--- config.mk ---
export PLATFORM = sky130hd
export DESIGN_NAME = vga_timing_gen_flat
export DESIGN_NICKNAME = d
export VERILOG_FILES = /design/src/rtl/vga_pkg.sv /design/src/rtl/vga_timing_gen_if.sv /design/src/rtl/vga_pattern.sv /design/src/rtl/vga_timing_gen.sv /design/src/flat_wrapper.sv
export SDC_FILE = /design/constraint.sdc
export NUM_CORES = 1
export LEC_CHECK = 0
export CORE_MARGIN = 2
export CORE_UTILIZATION = 40
export CTS_CLUSTER_DIAMETER = 80
export DETAILED_ROUTE_END_ITERATION = 10
export GPL_TIMING_DRIVEN = 0
export PLACE_DENSITY = 0.77
export SLEW_MARGIN = 30
export SYNTH_ARGS = -nofsm -noshare
export SYNTH_HDL_FRONTEND = slang
export SYNTH_SLANG_ARGS = --single-unit
--- constraint.sdc ---
create_clock -name clk_master -period 2.85 [get_ports clk_master]
set_clock_uncertainty 0.05 [all_clocks]
set_input_delay 0.57 -clock clk_master [delete_from_list [all_inputs] [get_ports clk_master]]
set_output_delay 0.57 -clock clk_master [all_outputs]
set_load 0.03 [all_outputs]
--- src/rtl/vga_pkg.sv ---
// Shared constants for the VGA timing generator: default 640x480 timing,
// pattern mode encodings and the colour-bar table.
package vga_pkg;

    localparam int unsigned HActiveDef = 640;
    localparam int unsigned HFpDef     = 16;
    localparam int unsigned HSyncDef   = 96;
    localparam int unsigned HBpDef     = 48;
    localparam int unsigned VActiveDef = 480;
    localparam int unsigned VFpDef     = 10;
    localparam int unsigned VSyncDef   = 2;
    localparam int unsigned VBpDef     = 33;
    localparam int unsigned ClkDivDef  = 2;
    localparam int unsigned ColorWDef  = 8;

    // Counter width; covers totals up to 4095 pixels or lines.
    localparam int unsigned CntW = 12;

    typedef enum logic [1:0] {
        ModeExt      = 2'd0,
        ModeBars     = 2'd1,
        ModeChecker  = 2'd2,
        ModeGradient = 2'd3
    } mode_e;

    // {r,g,b} on/off per bar, index 0 at the left edge:
    // white, yellow, cyan, green, magenta, red, blue, black.
    localparam logic [7:0][2:0] BarTable = {
        3'b000, 3'b001, 3'b100, 3'b101, 3'b010, 3'b011, 3'b110, 3'b111
    };

endpackage

--- src/rtl/vga_timing_gen_if.sv ---
// Video port bundle: external pixel source and mode in, timing/colour out.
// The generator uses the master modport, a display sink the slave modport.
interface vga_timing_gen_if #(
    parameter int unsigned COLOR_W = 8
);
    logic [1:0]         mode;
    logic [COLOR_W-1:0] pix_r;
    logic [COLOR_W-1:0] pix_g;
    logic [COLOR_W-1:0] pix_b;
    logic               pix_ce;
    logic [9:0]         x;
    logic [9:0]         y;
    logic               hsync;
    logic               vsync;
    logic               de;
    logic [COLOR_W-1:0] r;
    logic [COLOR_W-1:0] g;
    logic [COLOR_W-1:0] b;
    logic               frame_start;

    modport master (
        input  mode, pix_r, pix_g, pix_b,
        output pix_ce, x, y, hsync, vsync, de, r, g, b, frame_start
    );

    modport slave (
        output mode, pix_r, pix_g, pix_b,
        input  pix_ce, x, y, hsync, vsync, de, r, g, b, frame_start
    );
endinterface

--- src/rtl/vga_pattern.sv ---
// Combinational test-pattern source (bars, checker, gradient) driven by the
// stage-1 pixel coordinate; returns black for the external mode.
module vga_pattern
    import vga_pkg::*;
#(
    parameter int unsigned H_ACTIVE = HActiveDef,
    parameter int unsigned COLOR_W  = ColorWDef
) (
    input  logic [9:0]         x,
    input  logic [9:0]         y,
    input  logic [1:0]         mode,
    output logic [COLOR_W-1:0] r,
    output logic [COLOR_W-1:0] g,
    output logic [COLOR_W-1:0] b
);
    logic [2:0]         bar_idx;
    logic [2:0]         bar;
    logic [COLOR_W-1:0] grad_r;
    logic [COLOR_W-1:0] grad_g;
    logic               unused_xy;

    // x < H_ACTIVE in the active area, so the quotient always fits 0..7.
    assign bar_idx   = 3'((32'(x) << 3) / H_ACTIVE);
    assign bar       = BarTable[bar_idx];
    assign unused_xy = ^{x, y};

    if (COLOR_W <= 10) begin : g_grad_msb
        assign grad_r = x[9 -: COLOR_W];
        assign grad_g = y[9 -: COLOR_W];
    end else begin : g_grad_ext
        assign grad_r = COLOR_W'(x);
        assign grad_g = COLOR_W'(y);
    end

    always_comb begin
        r = '0;
        g = '0;
        b = '0;
        case (mode_e'(mode))
            ModeBars: begin
                r = {COLOR_W{bar[2]}};
                g = {COLOR_W{bar[1]}};
                b = {COLOR_W{bar[0]}};
            end
            ModeChecker: begin
                if (x[5] ^ y[5]) begin
                    r = '1;
                    g = '1;
                    b = '1;
                end
            end
            ModeGradient: begin
                r = grad_r;
                g = grad_g;
            end
            default: ;
        endcase
    end

endmodule

--- src/rtl/vga_timing_gen.sv ---
// VGA timing generator: pixel-clock divider, h/v counters, two-stage output pipeline.
// Define VGA_PATTERN_EN to build the internal test-pattern source (modes 1-3).
module vga_timing_gen
    import vga_pkg::*;
#(
    parameter int unsigned H_ACTIVE = HActiveDef,
    parameter int unsigned H_FP     = HFpDef,
    parameter int unsigned H_SYNC   = HSyncDef,
    parameter int unsigned H_BP     = HBpDef,
    parameter int unsigned V_ACTIVE = VActiveDef,
    parameter int unsigned V_FP     = VFpDef,
    parameter int unsigned V_SYNC   = VSyncDef,
    parameter int unsigned V_BP     = VBpDef,
    parameter int unsigned CLK_DIV  = ClkDivDef,
    parameter bit          HS_POL   = 1'b0,
    parameter bit          VS_POL   = 1'b0,
    parameter int unsigned COLOR_W  = ColorWDef
) (
    input logic              clk_master,
    input logic              rst,
    vga_timing_gen_if.master vid
);
    localparam int unsigned HTotal = H_ACTIVE + H_FP + H_SYNC + H_BP;
    localparam int unsigned VTotal = V_ACTIVE + V_FP + V_SYNC + V_BP;
    localparam int unsigned DivW   = (CLK_DIV > 1) ? $clog2(CLK_DIV) : 1;

    localparam logic [DivW-1:0] DivLast = DivW'(CLK_DIV - 1);
    localparam logic [CntW-1:0] HLast   = CntW'(HTotal - 1);
    localparam logic [CntW-1:0] VLast   = CntW'(VTotal - 1);
    localparam logic [CntW-1:0] HAct    = CntW'(H_ACTIVE);
    localparam logic [CntW-1:0] VAct    = CntW'(V_ACTIVE);
    localparam logic [CntW-1:0] HsBeg   = CntW'(H_ACTIVE + H_FP);
    localparam logic [CntW-1:0] HsEnd   = CntW'(H_ACTIVE + H_FP + H_SYNC);
    localparam logic [CntW-1:0] VsBeg   = CntW'(V_ACTIVE + V_FP);
    localparam logic [CntW-1:0] VsEnd   = CntW'(V_ACTIVE + V_FP + V_SYNC);

    logic [DivW-1:0]    div_q;
    logic               tick;
    logic               frame_tick;
    logic [CntW-1:0]    h_q;
    logic [CntW-1:0]    v_q;
    logic               active;
    logic [9:0]         x_q;
    logic [9:0]         y_q;
    logic               de1_q;
    logic               hs1_q;
    logic               vs1_q;
    logic               de_q;
    logic               hsync_q;
    logic               vsync_q;
    logic [COLOR_W-1:0] src_r;
    logic [COLOR_W-1:0] src_g;
    logic [COLOR_W-1:0] src_b;
    logic [COLOR_W-1:0] r_q;
    logic [COLOR_W-1:0] g_q;
    logic [COLOR_W-1:0] b_q;

    assign tick       = (div_q == DivLast);
    assign frame_tick = tick && (h_q == '0) && (v_q == '0);
    assign active     = (h_q < HAct) && (v_q < VAct);

    always_ff @(posedge clk_master or posedge rst) begin
        if (rst) begin
            div_q <= '0;
        end else if (tick) begin
            div_q <= '0;
        end else begin
            div_q <= div_q + 1'b1;
        end
    end

    always_ff @(posedge clk_master or posedge rst) begin
        if (rst) begin
            h_q <= '0;
            v_q <= '0;
        end else if (tick) begin
            if (h_q == HLast) begin
                h_q <= '0;
                v_q <= (v_q == VLast) ? '0 : v_q + 1'b1;
            end else begin
                h_q <= h_q + 1'b1;
            end
        end
    end

    // Stage 1: coordinate plus early enable and sync windows of the counter value.
    always_ff @(posedge clk_master or posedge rst) begin
        if (rst) begin
            x_q   <= '0;
            y_q   <= '0;
            de1_q <= 1'b0;
            hs1_q <= 1'b0;
            vs1_q <= 1'b0;
        end else if (tick) begin
            x_q   <= active ? h_q[9:0] : '0;
            y_q   <= active ? v_q[9:0] : '0;
            de1_q <= active;
            hs1_q <= (h_q >= HsBeg) && (h_q < HsEnd);
            vs1_q <= (v_q >= VsBeg) && (v_q < VsEnd);
        end
    end

`ifdef VGA_PATTERN_EN
    logic [1:0]         mode_q;
    logic [COLOR_W-1:0] pat_r;
    logic [COLOR_W-1:0] pat_g;
    logic [COLOR_W-1:0] pat_b;

    // Mode only changes on the first pixel of a frame, so a frame never mixes modes.
    always_ff @(posedge clk_master or posedge rst) begin
        if (rst) begin
            mode_q <= ModeExt;
        end else if (frame_tick) begin
            mode_q <= vid.mode;
        end
    end

    vga_pattern #(
        .H_ACTIVE (H_ACTIVE),
        .COLOR_W  (COLOR_W)
    ) u_pattern (
        .x    (x_q),
        .y    (y_q),
        .mode (mode_q),
        .r    (pat_r),
        .g    (pat_g),
        .b    (pat_b)
    );

    assign src_r = (mode_q == ModeExt) ? vid.pix_r : pat_r;
    assign src_g = (mode_q == ModeExt) ? vid.pix_g : pat_g;
    assign src_b = (mode_q == ModeExt) ? vid.pix_b : pat_b;
`else
    logic unused_mode;

    assign unused_mode = ^vid.mode;
    assign src_r       = vid.pix_r;
    assign src_g       = vid.pix_g;
    assign src_b       = vid.pix_b;
`endif

    // Stage 2: pixel data arriving now belongs to the x/y registered in stage 1.
    always_ff @(posedge clk_master or posedge rst) begin
        if (rst) begin
            de_q    <= 1'b0;
            hsync_q <= ~HS_POL;
            vsync_q <= ~VS_POL;
            r_q     <= '0;
            g_q     <= '0;
            b_q     <= '0;
        end else if (tick) begin
            de_q    <= de1_q;
            hsync_q <= hs1_q ? HS_POL : ~HS_POL;
            vsync_q <= vs1_q ? VS_POL : ~VS_POL;
            r_q     <= de1_q ? src_r : '0;
            g_q     <= de1_q ? src_g : '0;
            b_q     <= de1_q ? src_b : '0;
        end
    end

    // Strobes are forced low while reset is held (CLK_DIV=1 would otherwise tick).
    assign vid.pix_ce      = tick & ~rst;
    assign vid.frame_start = frame_tick & ~rst;
    assign vid.x           = x_q;
    assign vid.y           = y_q;
    assign vid.de          = de_q;
    assign vid.hsync       = hsync_q;
    assign vid.vsync       = vsync_q;
    assign vid.r           = r_q;
    assign vid.g           = g_q;
    assign vid.b           = b_q;

endmodule

--- src/flat_wrapper.sv ---
// flat-port wrapper written by rule: the top's interface ports become plain ports
module vga_timing_gen_flat import vga_pkg::*;
#(
    parameter int unsigned H_ACTIVE = HActiveDef,
    parameter int unsigned H_FP     = HFpDef,
    parameter int unsigned H_SYNC   = HSyncDef,
    parameter int unsigned H_BP     = HBpDef,
    parameter int unsigned V_ACTIVE = VActiveDef,
    parameter int unsigned V_FP     = VFpDef,
    parameter int unsigned V_SYNC   = VSyncDef,
    parameter int unsigned V_BP     = VBpDef,
    parameter int unsigned CLK_DIV  = ClkDivDef,
    parameter bit          HS_POL   = 1'b0,
    parameter bit          VS_POL   = 1'b0,
    parameter int unsigned COLOR_W  = ColorWDef
)
  (clk_master, rst, vid_mode, vid_pix_r, vid_pix_g, vid_pix_b, vid_pix_ce, vid_x, vid_y, vid_hsync, vid_vsync, vid_de, vid_r, vid_g, vid_b, vid_frame_start);
  vga_timing_gen_if #(.COLOR_W(COLOR_W)) vid_i ();
  input logic clk_master;
  input logic rst;
  input wire logic [$bits(vid_i.mode)-1:0] vid_mode;
  input wire logic [$bits(vid_i.pix_r)-1:0] vid_pix_r;
  input wire logic [$bits(vid_i.pix_g)-1:0] vid_pix_g;
  input wire logic [$bits(vid_i.pix_b)-1:0] vid_pix_b;
  output wire logic [$bits(vid_i.pix_ce)-1:0] vid_pix_ce;
  output wire logic [$bits(vid_i.x)-1:0] vid_x;
  output wire logic [$bits(vid_i.y)-1:0] vid_y;
  output wire logic [$bits(vid_i.hsync)-1:0] vid_hsync;
  output wire logic [$bits(vid_i.vsync)-1:0] vid_vsync;
  output wire logic [$bits(vid_i.de)-1:0] vid_de;
  output wire logic [$bits(vid_i.r)-1:0] vid_r;
  output wire logic [$bits(vid_i.g)-1:0] vid_g;
  output wire logic [$bits(vid_i.b)-1:0] vid_b;
  output wire logic [$bits(vid_i.frame_start)-1:0] vid_frame_start;
  assign vid_i.mode = vid_mode;
  assign vid_i.pix_r = vid_pix_r;
  assign vid_i.pix_g = vid_pix_g;
  assign vid_i.pix_b = vid_pix_b;
  assign vid_pix_ce = vid_i.pix_ce;
  assign vid_x = vid_i.x;
  assign vid_y = vid_i.y;
  assign vid_hsync = vid_i.hsync;
  assign vid_vsync = vid_i.vsync;
  assign vid_de = vid_i.de;
  assign vid_r = vid_i.r;
  assign vid_g = vid_i.g;
  assign vid_b = vid_i.b;
  assign vid_frame_start = vid_i.frame_start;
  vga_timing_gen #(.H_ACTIVE(H_ACTIVE), .H_FP(H_FP), .H_SYNC(H_SYNC), .H_BP(H_BP), .V_ACTIVE(V_ACTIVE), .V_FP(V_FP), .V_SYNC(V_SYNC), .V_BP(V_BP), .CLK_DIV(CLK_DIV), .HS_POL(HS_POL), .VS_POL(VS_POL), .COLOR_W(COLOR_W)) u_core (.clk_master(clk_master), .rst(rst), .vid(vid_i));
endmodule
# Word-level counts from Yosys, hierarchy flattened

Index checks and enable logic that the tools add are counted.

Register bits after elaboration: 75
Bits in latches: 0
RAM bits: 0
Memory bits (read-only): 0
Bits of input ports: 28
Output and inout bits: 49
Logic and storage cells: 46
Memories: 0

Add/sub/neg operators: 3
$mul: 0
Divide/modulo/power cells: 0
Magnitude comparators: 6
Equality and inequality tests: 2
Shift-type cells: 0
Multiplexer cells: 10
Bitwise gates (word level): 3
Reductions and logical operators: 8

Operator list:

| cell                                                  | number |
|---|---|
| adder 12 x 1 -> 12 bit, second input constant         | 2 |
| == test 12 x 10 -> 1 bit, second input constant       | 2 |
| logical NOT 12 bit                                    | 2 |
| < comparator 12 x 10 -> 1 bit, second input constant  | 2 |
| < comparator 12 x 9 -> 1 bit, second input constant   | 2 |
| two-way mux 12 bit                                    | 2 |
| two-way mux 8 bit                                     | 3 |
| two-way mux 10 bit                                    | 2 |
| >= comparator 12 x 10 -> 1 bit, second input constant | 1 |
| >= comparator 12 x 9 -> 1 bit, second input constant  | 1 |
| logical AND 1 bit                                     | 5 |
| two-way mux 1 bit                                     | 3 |
| AND 1 bit                                             | 2 |
| AND reduction 2 bit                                   | 1 |
| adder 1 bit, second input constant                    | 1 |
| inverter 1 bit                                        | 1 |

# Longest topological paths before layout

Gate-level depths: netlist of run 1.

Word-level depth: 4
Depth in mapped cells: 6
Depth with buffers taken out: 6

# Worst setup path before layout of run 1

Ideal clock, no wire load.

Path type: register to output
Start point: register u_core.v_q[9]
End point: output port vid_frame_start
Arrival time: 1,959 ps
Data required time: 2,230 ps
Slack: 271 ps
Cell stages (with the launch flop): 3
Path buffers: 0
Cells stage by stage: dfrtp_1 -> or4b_1 -> nor4_1

Cells in the longest elaborated chain, start to end: 3

Ends and longest elaborated chain:

| item                     | line                  | RTL |
|---|---|---|
| start: declaration       | vga_timing_gen.sv:41  | `logic [CntW-1:0] v_q;` |
| start signal: assignment | vga_timing_gen.sv:79  | `v_q <= (v_q == VLast) ? '0 : v_q + 1'b1;` |
| logical NOT 12 bit       | vga_timing_gen.sv:59  | `assign frame_tick = tick && (h_q == '0) && (v_q == '0);` |
| logical AND 1 bit        | vga_timing_gen.sv:59  |  |
| AND 1 bit                | vga_timing_gen.sv:163 | `assign vid.frame_start = frame_tick & ~rst;` |
| end: declaration         | flat_wrapper.sv:34    | `output wire logic [$bits(vid_i.frame_start)-1:0] vid_frame_start;` |

No other way between the ends.

# Worst setup path in the final report of run 1

Start point: register u_core.v_q[4]
End point: output port vid_frame_start

The elaborated chain is that of the path after synthesis.

==> impl_results.md, run 1 <==
- Final hold viol count: 0
- Worst path top cell family by delay: simple AND/OR/NAND/NOR gates
- Pre-CTS WS: -0.224 ns
- Placer congestion estimate: 0.887
- TNS Setup: 0 ns
- First-pass DRT Iterations: 4
- Top_reg_cell synth: dfrtp_1
- Unique cell type count in the Yosys netlist: 43
- R2R Setup Slk: roughly 0.76 ns
- Final wirelength: 7.21 mm
- Req. time, crit path: 2.23 ns
- Data arrival, critical path: 2.04 ns
- Syn Area/Cell: 12.1 sq um
- MaxCap Viol Count: 0
- Slew margin rel.: between 50% and 60%
- Count of pins over their slew limit: 0
- Initial Util: 41.0%
- CTS tree: yes
- Area of the multi-input gates: between 1000 and 1500 sq um
- Final Power: 2.15 mW
- Worst path max stage delay: 0.41 ns
- Detailed-route via count: between 2000 and 2500
- EDFF count, synth: 0
- Setup Buffers After CTS: 0
- Post-synth top cells: dfrtp_1, a22o_1, inv_1, nand2_1, clkbuf_1
- CP Cell Sequence: clkbuf_1 -> nor4_2 -> nand2_1 -> nor4_1 -> clkbuf_2
- First-pass GRT wire length: 11.8 mm
- Row cnt: 32
- Initial antenna violation count: 0
- # DRC: 0
- I/O Pins: 77
- Syn Inst Count: 259
- Post-DR vias/cell: roughly 5.2
- LEAKAGE: between 1.5 and 2 nW
- Crit Path Category: flop to output port
- Clk_lat worst skew: around 0.35 ns
- IO buf count: 74
- Share of cells above drive strength 1: 10.9%
- Max clock buf depth: 2
- Area share of the largest cell type after synthesis: around three fifths
- Final cell count without fillers: 452
- Grt ovf: 0
- Die Span Y: 92.5 um
- Seq cells post-synth: 75
- DR WL/cell: about 16 um
- Synth top area cells: dfrtp_1, a22o_1, xor2_1
- Dpl cells: 436
- Crit Path Max Fanout: 9
- DIE AREA: 8560 sq um
- Synthesized net count: 291
- Nets: 377
- Pin count of the biggest net entering global routing: a little under 50
- Yosys warning total: 0
- Antenna viol nets, final: 0
- Peak VDD IR: 0.199 mV
- Num CTS Buffers: 9
- CP Launch Type: flop
- Core Box Area: 7650 sq um
- Critical-path top delay cell: nor4_2
- Tcrit/Tclk final: between 90% and 100%
- Maximum clock rate: about 380 MHz
- Worst hold path type: flop to flop
- Final min period: 2.66 ns
- Worst-margin pin slew: 0.734 ns
- ANT cells: 0
- Power Density: 505 nW/um^2
- Die W: ~90 um
- Yosys top cell by area: dfrtp_1
- H-Tree Depth: 3
- Ys async rst share: 100%
- Worst-path clk slew: 0.09 ns
- Final Setup Violations: 0
- Vias in the first global route: about 2300
- PnR worst setup slack: 0.186 ns
- Sequential cell area: 1880 sq um
- Status: complete, no violations
- Most frequent cell after synthesis: dfrtp_1
- Detail Placement HPWL: around 5 mm
- Gr usage total: 17.8%
- Layout Area Growth over Synthesis: 35.8%
- CP endpoint kind: output port
- CTS Sinks: between 70 and 80
- Clock Root Buffer: clkbuf_8
- Number of fill cells: 651
- CP Buf/Inv Count: 2
- RSZ-0062 raised after global routing: false
- Post-Syn Area: 3140 sq um
- First-iteration detailed-routing DRC count: 139
- Seq/Total Area, Yosys: 59.9%
==> area by class of cell <==
class                   count  share of cell area [%]
plain buffers              18                    2.03
clock buffers               9                    2.91
clock inverters             7                    2.32
inverters                  14                    1.29
multi-input cells         152                    26.4
flip-flops and latches     75                    44.1
well taps                 102                    3.00
repair buffers             75                    17.9
==> cell usage in the layout, fill, tap and decap left out, drive strengths merged, types with 9 or more instances in the layout <==
| master | netlist | layout |
|---|---|---|
| nand3 | 9 | 9 |
| nand4 | 9 | 9 |
| clkdlybuf4s50 | 0 | 72 |
| nor2 | 10 | 10 |
| inv | 14 | 17 |
| dfrtp | 73 | 73 |
| xor2 | 9 | 9 |
| o21ai | 9 | 9 |
| a22o | 43 | 43 |
| nand2 | 14 | 14 |
| clkbuf | 11 | 21 |
==> layer usage <==
metal	vias to the layer above	GRT usage, %	wire (um)
met5	-	0	0
met4	0	7.59	129
met3	12	3.99	393
met2	75	27.5	3470
met1	1151	24.2	3220
li1	1122	-	-
==> path summary, 6_finish.rpt <==
kind	endpoint	startpoint	cells past startpoint
max	vid_frame_start	u_core.v_q[4]	5
min	u_core.de1_q	u_core.de1_q	1
max reg2reg	u_core.vid.y[1]	u_core.div_q	5
min reg2reg	u_core.de1_q	u_core.de1_q	1
max in group asynchronous	u_core.vid.vsync	rst	3
min in group asynchronous	u_core.vid.r[7]	rst	2
==> worst reg2reg max path: stages, from the launching register on <==
cell,delay [ns]
dfrtp_1,0.44
clkbuf_2,0.23
inv_1,0.14
clkbuf_1,0.45
clkbuf_1,0.47
a22o_1,0.25
==> what timing repair did <==
item	CTS	global route
endpoints found under the setup margin	2	1
gates resized for setup	3	4
hold buffers	0	0
==> where the power goes <==
part	internal, mW	switching, mW	total [mW]
Combinational	0.0746	0.0762	0.151
Clock	0.501	0.407	0.908
Sequential	1.08	0.00935	1.09
==> flip-flops by register name, summed over array words and instances (netlist names), 8 cells and up <==
signal,count
u_core.v_q,12
u_core.vid.y,10
u_core.vid.g,8
u_core.vid.x,10
u_core.h_q,12
u_core.vid.r,8
u_core.vid.b,8
==> logic make-up (layout without fill, tap and decap cells) <==
| logic type | Yosys count | count (layout) | share of synthesized area, % |
|---|---|---|---|
| flip-flops | 75 | 75 | 59.9 |
| AND/OR/NAND/NOR | 69 | 69 | 13.4 |
| AO/OA/AOI/OAI | 62 | 62 | 15.8 |
| buffers and inverters | 32 | 123 | 4.39 |
| XOR/XNOR | 15 | 15 | 4.19 |
| adder cells (fa/ha/maj) | 4 | 4 | 1.60 |
| multiplexers | 2 | 2 | 0.718 |
==> per-stage QoR <==
stage	hold WS (ns)	util (%)	area, sq um
2_1_floorplan	0.396	-	3140
3_3_place_gp	0.407	52.4	4000
3_5_place_dp	0.424	52.7	4030
4_1_cts	0.452	55.6	4260
5_1_grt	0.480	55.7	4260
6_report	0.450	55.7	4260
No activity file was read; power rests on OpenSTA's default activity.
==> run 2, diff against run 1 <==
Settings changed: SETUP_SLACK_MARGIN from default to 0.1.
==> impl_results.md, run 2 (synthesis results as in run 1) <==
- Req. time, crit path: 2.23 ns (about the same)
- Core Box Area: 7650 sq um (unchanged)
- I/O Pins: 77 (unchanged)
- LEAKAGE: 1.90 nW (+0.37%)
- CTS tree: yes
- DR WL/cell: 15.9 um (-0.55%)
- Detail Placement HPWL: 4.96 mm (unchanged)
- Tcrit/Tclk final: 91.3% (-2.2 points)
- Area of the multi-input gates: 1140 sq um (+1.3%)
- Count of pins over their slew limit: 0 (unchanged)
- Initial Util: 41.0% (unchanged)
- Max clock buf depth: 2 (unchanged)
- Power Density: 503 nW/um^2 (-0.22%)
- H-Tree Depth: 3 (unchanged)
- Final hold viol count: 0 (unchanged)
- Setup Buffers After CTS: 0 (unchanged)
- Grt ovf: 0 (unchanged)
- Die W: 92.5 um (unchanged)
- Commonest non-fill, non-tap cell in the layout: dfrtp_1
- Row cnt: 32 (unchanged)
- CTS Sinks: 75 (unchanged)
- Clk_lat worst skew: 0.35 ns (about the same)
- Worst-margin pin slew: 0.739 ns (+0.00519 ns)
- Nets: 377 (unchanged)
- Design area: 4270 sq um (+0.35%)
- DIE AREA: 8560 sq um (unchanged)
- Placer congestion estimate: 0.887 (unchanged)
- Vias in the first global route: 2328 (unchanged)
- Gr usage total: 17.8% (unchanged)
- Cts hold-fix bufs: 0 (unchanged)
- Util after Layout: 55.9% (+0.20 points)
- Crit Path Category: flop to output port
- Peak VDD IR: 0.199 mV (about the same)
- Initial antenna violation count: 0 (unchanged)
- # DRC: 0 (unchanged)
- R2R Setup Slk: 0.78 ns (+0.02 ns)
- IO buf count: 74 (unchanged)
- CP endpoint kind: output port
- First-iteration detailed-routing DRC count: 181 (+30%)
- Maximum clock rate: 385 MHz (+2.4%)
- Critical-path top delay cell: dfrtp_1
- Post-DR vias/cell: 5.24 (+0.30%)
- Worst path max stage delay: 0.44 ns (+0.03 ns)
- Share of cells above drive strength 1: 11.1% (+0.29 points)
- Final wirelength: 7.17 mm (-0.55%)
- Most frequent cells in the layout: dfrtp_1, clkdlybuf4s50_1, a22o_1
- Largest registers: u_core.h_q (12), u_core.v_q (12)
- DP Area: 4030 sq um (unchanged)
- Crit Path Max Fanout: 10 (+1)
- Status: complete, no violations
- Slew margin rel.: 50.5% (-0.35 points)
- ANT cells: 0 (unchanged)
- Worst-path clk slew: 0.09 ns (about the same)
- First-pass DRT Iterations: 4 (unchanged)
- Final min period: 2.60 ns (-0.0631 ns)
- Sequential cell area: 1880 sq um (unchanged)
- Worst hold path type: flop to flop
- Final Setup Violations: 0 (unchanged)
- Antenna viol nets, final: 0 (unchanged)
- Die Span Y: 92.5 um (unchanged)
- Clock Root Buffer: clkbuf_8
- RSZ-0062 raised after global routing: false
- Detailed-route via count: 2367 (+0.30%)
- First-pass GRT wire length: 11.8 mm (unchanged)
- Number of fill cells: 647 (-0.61%)
- Num CTS Buffers: 9 (unchanged)
- MaxCap Viol Count: 0 (unchanged)
- CP Cell Sequence: clkbuf_2 -> inv_1 -> clkbuf_1 -> nor2_1 -> dlygate4sd2_1
- Layout Area Growth over Synthesis: 36.3%
- Data arrival, critical path: 1.98 ns (-0.06 ns)
- Pin count of the biggest net entering global routing: 49 (unchanged)
- CP Launch Type: flop
-- run 2: repair_timing --
item	in CTS	in global routing
setup endpoints to repair	2	1
resized for setup	3	6
cloned	0	0
-- run 2: per-stage QoR --
stage | setup TNS, ns | worst slack (ns) | power (mW) | cells | hold slack, ns
finish | 0 | 0.249 | 2.15 | 452 | 0.450
CTS | 0 | 0.00824 | 2.17 | 452 | 0.452
detailed placement | -0.224 | -0.224 | 1.26 | 436 | 0.424
global placement | -65.11 | -0.889 | 1.26 | 435 | 0.407
floorplan | 0 | 0.271 | 1.18 | 259 | 0.396
global route | 0 | 0.113 | 2.22 | 452 | 0.480
-- run 2: report_power, final --
part	switching [mW]	internal (mW)
registers	0.00935	1.08
clock network	0.410	0.501
logic	0.0760	0.0746
-- run 2: layer usage --
layer  GRT usage, %  part of all wire (%)  vias up
li1               -                     -     1124
met1           24.2                    44     1154
met2           27.5                    48       79
met3           3.99                   6.1       10
met4           7.59                   1.4        0
met5              0                     0        -
-- run 2: final timing paths --
kind	from	endpoint	cells past startpoint
worst min-delay path	u_core.de1_q	u_core.de1_q	1
worst max register to register	u_core.h_q[0]	u_core.v_q[10]	5
worst max-delay path	u_core.div_q	vid_pix_ce	5
worst min register to register	u_core.de1_q	u_core.de1_q	1
max in group asynchronous	rst	u_core.vid.vsync	3
min in group asynchronous	rst	u_core.vid.r[7]	2
-- run 2: worst max-delay path, delay by kind of cell (launching register included) --
kind	cells	cell delay, ns
DFF	1	0.44
buffers and inverters	4	1.10
and+or+nand+nor	1	0.09
-- run 2: area by class of cell --
type | count | share of cell area (%)
timing repair buffer | 75 | 17.8
buffer | 18 | 2.02
clock inverter | 7 | 2.31
tap | 102 | 2.99
sequential | 75 | 44.0
clock buffer | 9 | 2.90
inverter | 14 | 1.29
multi-input combinational | 152 | 26.7
==> run 3, diff against run 2 <==
Settings changed: SLEW_MARGIN 30 to default.
==> impl_results.md, run 3 (synthesis results as in run 1) <==
- Status: complete, no violations
- LEAKAGE: 1.87 nW (-1.6%)
- I/O Pins: 77 (unchanged)
- Max clock buf depth: 2 (unchanged)
- Initial Util: 41.0% (unchanged)
- Peak VDD IR: 0.268 mV (+34%)
- First-pass GRT wire length: 11.6 mm (-1.8%)
- # DRC: 0 (unchanged)
- Initial antenna violation count: 0 (unchanged)
- Crit Path Max Fanout: 6 (-4)
- Smallest hold slack: 0.449 ns (-0.000835 ns)
- Clock Root Buffer: clkbuf_8
- Worst-margin pin slew: 0.903 ns (+0.164 ns)
- Nets: 376 (-0.27%)
- TNS Setup: 0 ns (unchanged)
- IO buf count: 74 (unchanged)
- DIE AREA: 8560 sq um (unchanged)
- Die W: 92.5 um (unchanged)
- Data arrival, critical path: 1.98 ns (about the same)
- Placer congestion estimate: 0.887 (unchanged)
- CP endpoint kind: output port
- CTS Sinks: 75 (unchanged)
- Detailed-route via count: 2361 (-0.25%)
- Power Density: 480 nW/um^2 (-4.7%)
- H-Tree Depth: 3 (unchanged)
- Cts hold-fix bufs: 0 (unchanged)
- Count of pins over their slew limit: 0 (unchanged)
- Vias in the first global route: 2324 (-0.17%)
- Area of the multi-input gates: 1140 sq um (unchanged)
- Design area: 4220 sq um (-1.2%)
- Num CTS Buffers: 9 (unchanged)
- Share of cells above drive strength 1: 11.2% (+0.032 points)
- Crit Path Category: flop to output port
- Detail Placement HPWL: 4.91 mm (-1.1%)
- Most frequent cells in the layout: dfrtp_1, clkdlybuf4s50_1, a22o_1
- Cell count of the worst hold path: 1 (unchanged)
- RSZ-0062 raised after global routing: false
- DP Area: 4010 sq um (-0.68%)
- Post-DR vias/cell: 5.24 (about the same)
- Tcrit/Tclk final: 91.1% (-0.11 points)
- DR WL/cell: 15.6 um (-1.5%)
- Row cnt: 32 (unchanged)
- CTS tree: yes
- First-iteration detailed-routing DRC count: 168 (-7.2%)
- Gr usage total: 17.5% (-0.27 points)
- Layout Area Growth over Synthesis: 34.7%
- Die Span Y: 92.5 um (unchanged)
- Final wirelength: 7.05 mm (-1.7%)
- Core Box Area: 7650 sq um (unchanged)
- Grt ovf: 0 (unchanged)
- Req. time, crit path: 2.23 ns (about the same)
- Commonest non-fill, non-tap cell in the layout: dfrtp_1
- Maximum clock rate: 385 MHz (+0.12%)
- Final Setup Violations: 0 (unchanged)
- Final min period: 2.60 ns (-0.00308 ns)
- Largest registers: u_core.h_q (12), u_core.v_q (12)
- Final hold viol count: 0 (unchanged)
- Sequential cell area: 1880 sq um (unchanged)
- Final cell count without fillers: 451 (-0.22%)
- Antenna viol nets, final: 0 (unchanged)
- Worst-path clk slew: 0.08 ns (about the same)
- ANT cells: 0 (unchanged)
- Number of fill cells: 638 (-1.4%)
- Worst hold path type: flop to flop
- Clk_lat worst skew: 0.34 ns (about the same)
- Util after Layout: 55.2% (-0.65 points)
- CP Launch Type: flop
- First-pass DRT Iterations: 4 (unchanged)
- Slew margin rel.: 39.8% (-11 points)
- Dpl cells: 435 (-0.23%)
- MaxCap Viol Count: 0 (unchanged)
- Pin count of the biggest net entering global routing: 76 (+55%)
- R2R cell count: 5 (unchanged)
==> run 3: cell count changes in the layout (fill, tap and decap cells not counted), sizes merged <==
| cell | previous run | this run |
|---|---|---|
| clkdlybuf4s15 | 0 | 1 |
| clkinvlp | 1 | 0 |
| buf | 8 | 7 |
| clkinv | 1 | 5 |
| bufinv | 2 | 1 |
| inv | 17 | 14 |
==> run 3: power breakdown <==
| part | leakage [nW] | total (mW) | internal [mW] | switching [mW] |
|---|---|---|---|---|
| clock | 0.100 | 0.791 | 0.406 | 0.385 |
| sequential | 0.942 | 1.09 | 1.08 | 0.00905 |
| combinational | 0.828 | 0.146 | 0.0707 | 0.0755 |
==> run 3: critical path: stages (launching register included) <==
cell	delay [ns]
dfrtp_1	0.44
or4b_4	0.60
nor4_2	0.27
clkdlybuf4s15_2	0.34
==> run 3: stage by stage <==
stage | total power [mW] | worst slack, ns
floorplan | 1.18 | 0.271
finish | 2.03 | 0.252
CTS | 2.05 | 0.115
global route | 2.11 | 0.105
detailed placement | 1.26 | -0.224
global placement | 1.26 | -0.889
==> run 3: worst paths after layout <==
path                                from         endpoint  slack (ns)
max in group asynchronous            rst   u_core.v_q[11]        1.32
min reg2reg                 u_core.de1_q     u_core.de1_q        0.45
max                        u_core.v_q[9]  vid_frame_start        0.25
min                         u_core.de1_q     u_core.de1_q        0.45
min in group asynchronous            rst  u_core.vid.r[7]        0.84
max reg2reg                 u_core.div_q  u_core.vid.y[1]        0.72
==> run 3: final cells by class <==
class,count,area share [%]
Inverter,14,1.30
Multi-Input combinational cell,152,27.0
Clock inverter,6,1.57
Sequential cell,75,44.5
Buffer,18,2.04
Timing Repair Buffer,74,17.5
Clock buffer,10,3.02
Tap cell,102,3.02
==> run 3: per-layer routing <==
layer / track usage [%] / wire length, um / vias up
met5: 0 / 0 / -
met4: 6.84 / 108 / 0
met3: 4.23 / 511 / 9
met2: 27.6 / 3350 / 74
met1: 23.4 / 3080 / 1163
li1: - / - / 1115
==> run 3: what timing repair did <==
action	in CTS	in global routing
hold endpoints to repair	0	0
pin swaps	0	1
setup buffers	0	0
gates resized for setup	7	3
cloned	0	0
setup endpoints to repair	2	1
